[config.mk]
export PLATFORM = sky130hd
export DESIGN_NAME = adder_share_arbiter
export DESIGN_NICKNAME = d
export VERILOG_FILES = /design/src/rtl/adder_share_arbiter.sv
export SDC_FILE = /design/constraint.sdc
export NUM_CORES = 1
export LEC_CHECK = 0
export ABC_AREA = 1
export ABC_CLOCK_PERIOD_IN_PS = 3200
export BUFFER_PORTS_ARGS = -buffer_cell sky130_fd_sc_hd__buf_2
export CAP_MARGIN = 20
export CORE_MARGIN = 2
export CORE_UTILIZATION = 45
export DETAILED_ROUTE_END_ITERATION = 8
export PLACE_DENSITY = 0.77
export SLEW_MARGIN = 20
export SYNTH_ARGS = -nofsm -noshare
export SYNTH_HDL_FRONTEND = slang
export SYNTH_SLANG_ARGS = --single-unit
[constraint.sdc]
create_clock -name clk -period 3.2 [get_ports clk]
set_input_delay 0.96 -clock clk [delete_from_list [all_inputs] [get_ports clk]]
set_output_delay 0.96 -clock clk [all_outputs]
set_load 0.02 [all_outputs]
[src/rtl/adder_share_arbiter.sv]
// adder_share_arbiter: round-robin scheduler sharing one 8-bit ripple adder among NREQ requesters.
// Operands are registered on grant; the sum is registered and returned tagged with the requester ID.
module adder8 (
    input  logic [7:0] inputA,
    input  logic [7:0] inputB,
    output logic [8:0] out
);
    logic [8:0] w_c;
    assign w_c[0] = 1'b0;
    for (genvar i = 0; i < 8; i++) begin : g_fa
        assign out[i]     = inputA[i] ^ inputB[i] ^ w_c[i];
        assign w_c[i + 1] = (inputA[i] & inputB[i]) | (w_c[i] & (inputA[i] ^ inputB[i]));
    end
    assign out[8] = w_c[8];
endmodule

module adder_share_arbiter #(
    parameter int NREQ = 4,
    parameter int IDW  = $clog2(NREQ)
) (
    input  logic              clk,
    input  logic              rst_n,
    input  logic [NREQ-1:0]   req_valid,
    output logic [NREQ-1:0]   req_ready,
    input  logic [NREQ*8-1:0] req_a,
    input  logic [NREQ*8-1:0] req_b,
    output logic              rsp_valid,
    input  logic              rsp_ready,
    output logic [8:0]        rsp_sum,
    output logic [IDW-1:0]    rsp_id,
    output logic              busy,
    output logic [15:0]       op_count
);
    typedef enum logic [1:0] {IDLE, CALC, RESP} state_t;

    state_t         r_state, w_next;
    logic [IDW-1:0] r_rr_ptr, r_cur_id, r_rsp_id, w_win, w_ptr_nxt;
    logic [7:0]     r_op_a, r_op_b;
    logic [8:0]     r_rsp_sum, w_sum;
    logic [15:0]    r_op_count;
    logic           w_found, w_grant;

    // Scan downward so the candidate closest to rr_ptr is the last one written and wins.
    always_comb begin
        w_found = 1'b0;
        w_win   = '0;
        for (int k = NREQ - 1; k >= 0; k--) begin
            if (req_valid[(int'(r_rr_ptr) + k) % NREQ]) begin
                w_found = 1'b1;
                w_win   = IDW'((int'(r_rr_ptr) + k) % NREQ);
            end
        end
    end

    assign w_grant   = (r_state == IDLE) && w_found;
    assign w_ptr_nxt = IDW'((int'(w_win) + 1) % NREQ);
    assign req_ready = (rst_n && w_grant) ? (NREQ'(1) << w_win) : '0;

    always_comb begin
        w_next = r_state;
        case (r_state)
            IDLE:    w_next = w_found ? CALC : IDLE;
            CALC:    w_next = RESP;
            RESP:    w_next = rsp_ready ? IDLE : RESP;
            default: w_next = IDLE;
        endcase
    end

    adder8 u_adder (.inputA(r_op_a), .inputB(r_op_b), .out(w_sum));

    always_ff @(posedge clk or negedge rst_n) begin
        if (!rst_n) begin
            r_state    <= IDLE;
            r_rr_ptr   <= '0;
            r_cur_id   <= '0;
            r_op_a     <= '0;
            r_op_b     <= '0;
            r_rsp_sum  <= '0;
            r_rsp_id   <= '0;
            r_op_count <= '0;
        end else begin
            r_state <= w_next;
            if (w_grant) begin
                r_op_a   <= req_a[8*w_win +: 8];
                r_op_b   <= req_b[8*w_win +: 8];
                r_cur_id <= w_win;
                r_rr_ptr <= w_ptr_nxt;
            end
            if (r_state == CALC) begin
                r_rsp_sum <= w_sum;
                r_rsp_id  <= r_cur_id;
            end
            if (r_state == RESP && rsp_ready)
                r_op_count <= r_op_count + 16'd1;
        end
    end

    assign rsp_valid = (r_state == RESP);
    assign busy      = (r_state != IDLE);
    assign rsp_sum   = r_rsp_sum;
    assign rsp_id    = r_rsp_id;
    assign op_count  = r_op_count;
endmodule

# Word-level counts from Yosys, hierarchy flattened
# Index checks and enable logic that the tools add are counted.
# word_totals
word_cells	93
output_inout_bits	33
latchBits	0
romBits	0
ff_bits	49
inputBits	71
n_memories	0
ramBits	0
# classes
mux	23
order_cmp	4
mul	0
n_shift	3
n_div	0
n_eq_ne	2
n_reduce_logical	8
bitwise_logic	40
n_addsub	5
# ops
op	n
32-bit by 6-bit variable part select with 8-bit output	2
16-bit by 1-bit adder with 16-bit output (second input constant)	1
1-bit AND	15
1-bit XOR	15
3-bit by 4-bit < comparator with 1-bit output (second input constant)	3
1-bit 2-to-1 mux	12
2-bit 2-to-1 mux	5
1-bit binary-select mux with 2-bit select	4
1-bit OR	7
2-bit one-hot mux with 3 select lines	1
2-bit OR reduction	3
2-bit by 1-bit adder with 2-bit output (second input constant)	2
2-bit adder (second input constant)	2
4-bit 2-to-1 mux	1
1-bit by 2-bit << shifter with 4-bit output (first input constant)	1
1-bit AND (first input constant)	3
1-bit logical AND	3
2-bit by 3-bit < comparator with 1-bit output (second input constant)	1
2-bit by 1-bit equality test with 1-bit output (second input constant)	1
2-bit equality test (second input constant)	1
2-bit logical NOT	1
2-bit nonzero test	1

# Logic depth before layout (Yosys ltp)
# logic_depth
ltp_word	15
mapped_depth	17
mapped_depth_nobuf	15

# By module
# From an unflattened synthesis, not the netlist that was laid out.
# hier_totals
cells_unflattened	441
area_unflattened_um2	3210.6
# modules_own_cells
mod	area_per_inst_um2	seq_area_each_um2	instances	cells_each
adder_share_arbiter	3020.4	1226.2	1	423
adder8	190.2	0.0	1	18

# Least setup slack after synthesis
# No wires, ideal clock.
# synth_path
kind	reg-to-reg
from	register r_op_a[0]
to	register r_rsp_sum[7] (netlist: rsp_sum[7])
required_time_ns	3.117
stages_incl_launch_ff	13
path_buffers	0
t_arrival_ns	3.243
period_less_slack_ns	3.326
setup_ns	0.083
slack_ns	-0.126
path_cell_list	dfrtp_1 ha_1 inv_1 fa_1 inv_1 fa_1 fa_1 fa_1 fa_1 fa_1 inv_1 fa_1 o21ai_0
# synth_between
elab_chain_len	14
# synth_rtl
item	line	text
start, declared	38	logic [7:0] r_op_a, r_op_b;
start signal, assigned	84	r_op_a <= req_a[8*w_win +: 8];
1-bit AND (2 in a row)	12	assign w_c[i + 1] = (inputA[i] & inputB[i]) | (w_c[i] & (inputA[i] ^ inputB[i]));
1-bit OR	12	
1-bit AND	12	
1-bit OR	12	
1-bit AND	12	
1-bit OR	12	
1-bit AND	12	
1-bit OR	12	
1-bit AND	12	
1-bit OR	12	
1-bit AND	12	
1-bit OR	12	
1-bit XOR	11	assign out[i] = inputA[i] ^ inputB[i] ^ w_c[i];
end signal, assigned	90	r_rsp_sum <= w_sum;
end, declared	39	logic [8:0] r_rsp_sum, w_sum;
# No other way between the ends.
# A chain may end at the register's enable or synchronous reset.

# Worst setup path in the final report
# Same ends and word-level chain as after synthesis.

==> summary.txt <==
Power and ir drop
  • Pwr Total: 4.39 mW
  • Internal power: 2.21 mW
  • Clk pwr share: 7.9%
  • Logic pwr share: 67.5%
  • Peak supply drop: 1.27 mV
  • Power Dens Cells: 1060 nW/µm²
  • Switch share: 49.7%
  • Power share of the sequential group: 24.6%
  • Leakage: 2.35 nW
  • Sw Pwr: 2.18 mW

Synthesis
  • Synth warn: 0
  • Sequential share of the synthesized area: 38.8%
  • Synth top cells by count: nand2_1 (119), inv_1 (82), nand3_1 (60)
  • Cell area after synthesis: 3160 µm²
  • Number of flops mapped to enable cells by yosys: 0
  • Synth area leader: dfrtp_1
  • Synthesized net count: 503
  • Synth Instances: 419
  • Ys flop type: dfrtp_1
  • Top-count cell post-synth: nand2_1
  • Top cell type's share of synthesized area: 38.8%
  • Yosys cell types: 32
  • Leading post-synthesis cells by cell area: dfrtp_1 (39%), nand2_1 (14%), inv_1 (9.7%)
  • FFs w/ async S/R, synth: 100%
  • #FFs+latches synth: 49
  • Syn Area/Cell: 7.55 µm²

GRT
  • Antenna violations before repair: 0
  • Total track usage: 19.0%
  • Global-route wire length before repair: 11700 µm
  • GRT overflow: 0
  • Vias in the first global route: 2766
  • Pin count of the biggest net entering global routing: 50

Drt
  • Final ANT Viol Nets: 0
  • Post-Route WL: 7150 µm
  • Vias: 2941
  • Post-route DRC: 0
  • Total iterations of the first detailed-routing run: 4
  • WL/cell: 11.3 µm
  • DRT iter0 DRCs: 89
  • Vias per cell: 4.67

Floorplanning
  • Top Ports: 104
  • # rows: 30
  • Die ar.: 7720 µm²
  • Initial Util: 46.6%
  • Die Y: 87.8 µm
  • Placeable Area: 6790 µm²
  • Die width: 87.8 µm

Timing
  • Setup ws final: -0.0404 ns
  • Setup violations, final: 1
  • Final Max Tran Viols: 0
  • Fmax: 0.309 GHz
  • RSZ-0062 raised after global routing: true
  • Fin. Hold Viols: 0
  • Final Skew: 0.00554 ns
  • Worst hold slack: 0.464 ns
  • Relative slew slack: 60.3%
  • Setup_tns: -0.0404 ns
  • Final Cycle Share: 101%
  • Minimum clock period: 3.24 ns
  • Slew of the pin with the lowest slew margin: 0.595 ns

Clocking
  • CTS Buf Count: 5
  • CTS Root Cell: clkbuf_8
  • Hold-fix buffers at CTS: 0
  • H-tree Lvls: 2
  • Worst-path clk slew: 0.08 ns
  • CTS sink cnt: 49
  • TritonCTS clock tree: built
  • Clock Path Buffers: 2
  • Worst-Skew Late Latency: 0.30 ns

Job
  • Max-Cap Viols: 0

Placed design
  • IO Port Bufs: 103
  • RePlAce Congestion: 0.892
  • HPWL Detailed: 5350 µm

Worst setup path
  • Crit end category: flip-flop
  • Crit path DAT: 3.46 ns
  • Critical path fanouts, max: 2
  • Crit start category: flip-flop
  • CP required: 3.42 ns
  • Crit Path Category: flip-flop to flip-flop

Final layout
  • ANT cells: 0
  • Nets: 617
  • Layout cells sized above 1: 36.0%
  • Area growth, synth to finish: 30.8%

Status
  • Status: finished, violations left
  • Failing checks: negative setup slack

Hold path
  • Class of the worst hold path: flip-flop to flip-flop
==> sequential cells by signal, summed over array words and instances (netlist names) <==
signal    count
op_count     16
rsp_sum       9
r_op_a        8
r_op_b        8
r_cur_id      2
r_rr_ptr      2
r_state       2
rsp_id        2
==> cells by family after synthesis <==
| family | after synthesis | synth area share (%) |
|---|---|---|
| buf+inv | 99 | 13.1 |
| compound gates | 19 | 3.72 |
| xor+xnor | 15 | 4.15 |
| simple gates | 217 | 31.0 |
| fa+ha+maj | 13 | 6.80 |
| mux | 7 | 2.49 |
| flops | 49 | 38.8 |
==> per-layer routing <==
| metal | wire [µm] | vias up | part of all wire (%) | global-route usage (%) |
|---|---|---|---|---|
| met3 | 418 | 12 | 5.8 | 4.52 |
| met5 | 0 | - | 0 | 0 |
| met2 | 3400 | 94 | 48 | 31.5 |
| li1 | - | 1500 | - | - |
| met1 | 3190 | 1335 | 45 | 24.5 |
| met4 | 138 | 0 | 1.9 | 6.01 |
==> critical path, stage by stage, from the launching register on <==
cell     delay, ns
dfrtp_1       0.40
ha_1          0.20
inv_1         0.07
fa_1          0.16
inv_1         0.05
fa_2          0.34
fa_2          0.35
fa_2          0.34
fa_2          0.35
fa_2          0.34
inv_2         0.06
fa_1          0.39
o21ai_1       0.12
==> cell usage in the layout (no fill, tap or decap), types with 2 or more instances in the layout <==
| master | count |
|---|---|
| nand2_1 | 107 |
| buf_2 | 99 |
| inv_1 | 74 |
| nand3_1 | 57 |
| dfrtp_1 | 48 |
| buf_4 | 17 |
| nand2_2 | 11 |
| xor2_1 | 10 |
| inv_2 | 9 |
| o211ai_1 | 8 |
| nor2_4 | 7 |
| o21ai_0 | 7 |
| mux2_2 | 7 |
| or2_0 | 7 |
| nand2_4 | 6 |
| nor2_1 | 6 |
| xnor2_1 | 5 |
| fa_2 | 5 |
| clkbuf_8 | 5 |
| nor2_2 | 4 |
| ha_4 | 4 |
| buf_6 | 4 |
| inv_4 | 3 |
| nand3_2 | 3 |
| a21oi_1 | 2 |
| nand4_1 | 2 |
| nor3_1 | 2 |
| fa_1 | 2 |
| ha_1 | 2 |
| clkinv_2 | 2 |
==> timing repair <==
| item | 4_1_cts | 5_1_grt |
|---|---|---|
| setup buffers | 2 | 4 |
| pin swaps | 5 | 16 |
| resized for setup | 23 | 36 |
| setup endpoints to repair | 5 | 5 |
==> stage by stage <==
step,instances,util [%],area [µm²],setup WS (ns)
2_1_floorplan,419,-,3190,-0.0480
3_3_place_gp,616,56.2,3820,-0.128
3_5_place_dp,616,56.2,3820,-0.190
4_1_cts,626,58.5,3970,-0.0449
5_1_grt,630,60.9,4140,-0.156
6_report,630,60.9,4140,-0.0404
==> final cells by class <==
| cell class | instances | area (µm²) |
|---|---|---|
| clock buffers | 6 | 72.6 |
| clock inverters | 2 | 10.0 |
| fillers | 581 | 2660 |
| inverters | 86 | 330 |
| multi-input cells | 271 | 1710 |
| flip-flops and latches | 49 | 1230 |
| well taps | 96 | 120 |
| repair buffers | 120 | 668 |
==> power groups by stage <==
| stage | logic, mW | registers, mW | clock network (mW) |
|---|---|---|---|
| 2_1_floorplan | 1.88 | 1.15 | 0 |
| 3_3_place_gp | 2.47 | 1.07 | 0 |
| 3_5_place_dp | 2.53 | 1.08 | 0 |
| 4_1_cts | 2.66 | 1.07 | 0.357 |
| 5_1_grt | 3.38 | 1.11 | 0.383 |
| 6_report | 2.97 | 1.08 | 0.347 |
==> path summary, 6_finish.rpt <==
| check | start | endpoint | slack [ns] | cells after the start |
|---|---|---|---|---|
| worst max-delay path | r_op_a[0] | rsp_sum[7] | -0.04 | 12 |
| worst min-delay path | op_count[15] | op_count[15] | 0.46 | 1 |
| worst max register to register | r_op_a[0] | rsp_sum[7] | -0.04 | 12 |
| worst min register to register | op_count[15] | op_count[15] | 0.46 | 1 |
| max in group asynchronous | rst_n | r_rr_ptr[0] | 1.99 | 2 |
| min in group asynchronous | rst_n | r_state[1] | 0.78 | 2 |
(Power assumes the default switching activity.)
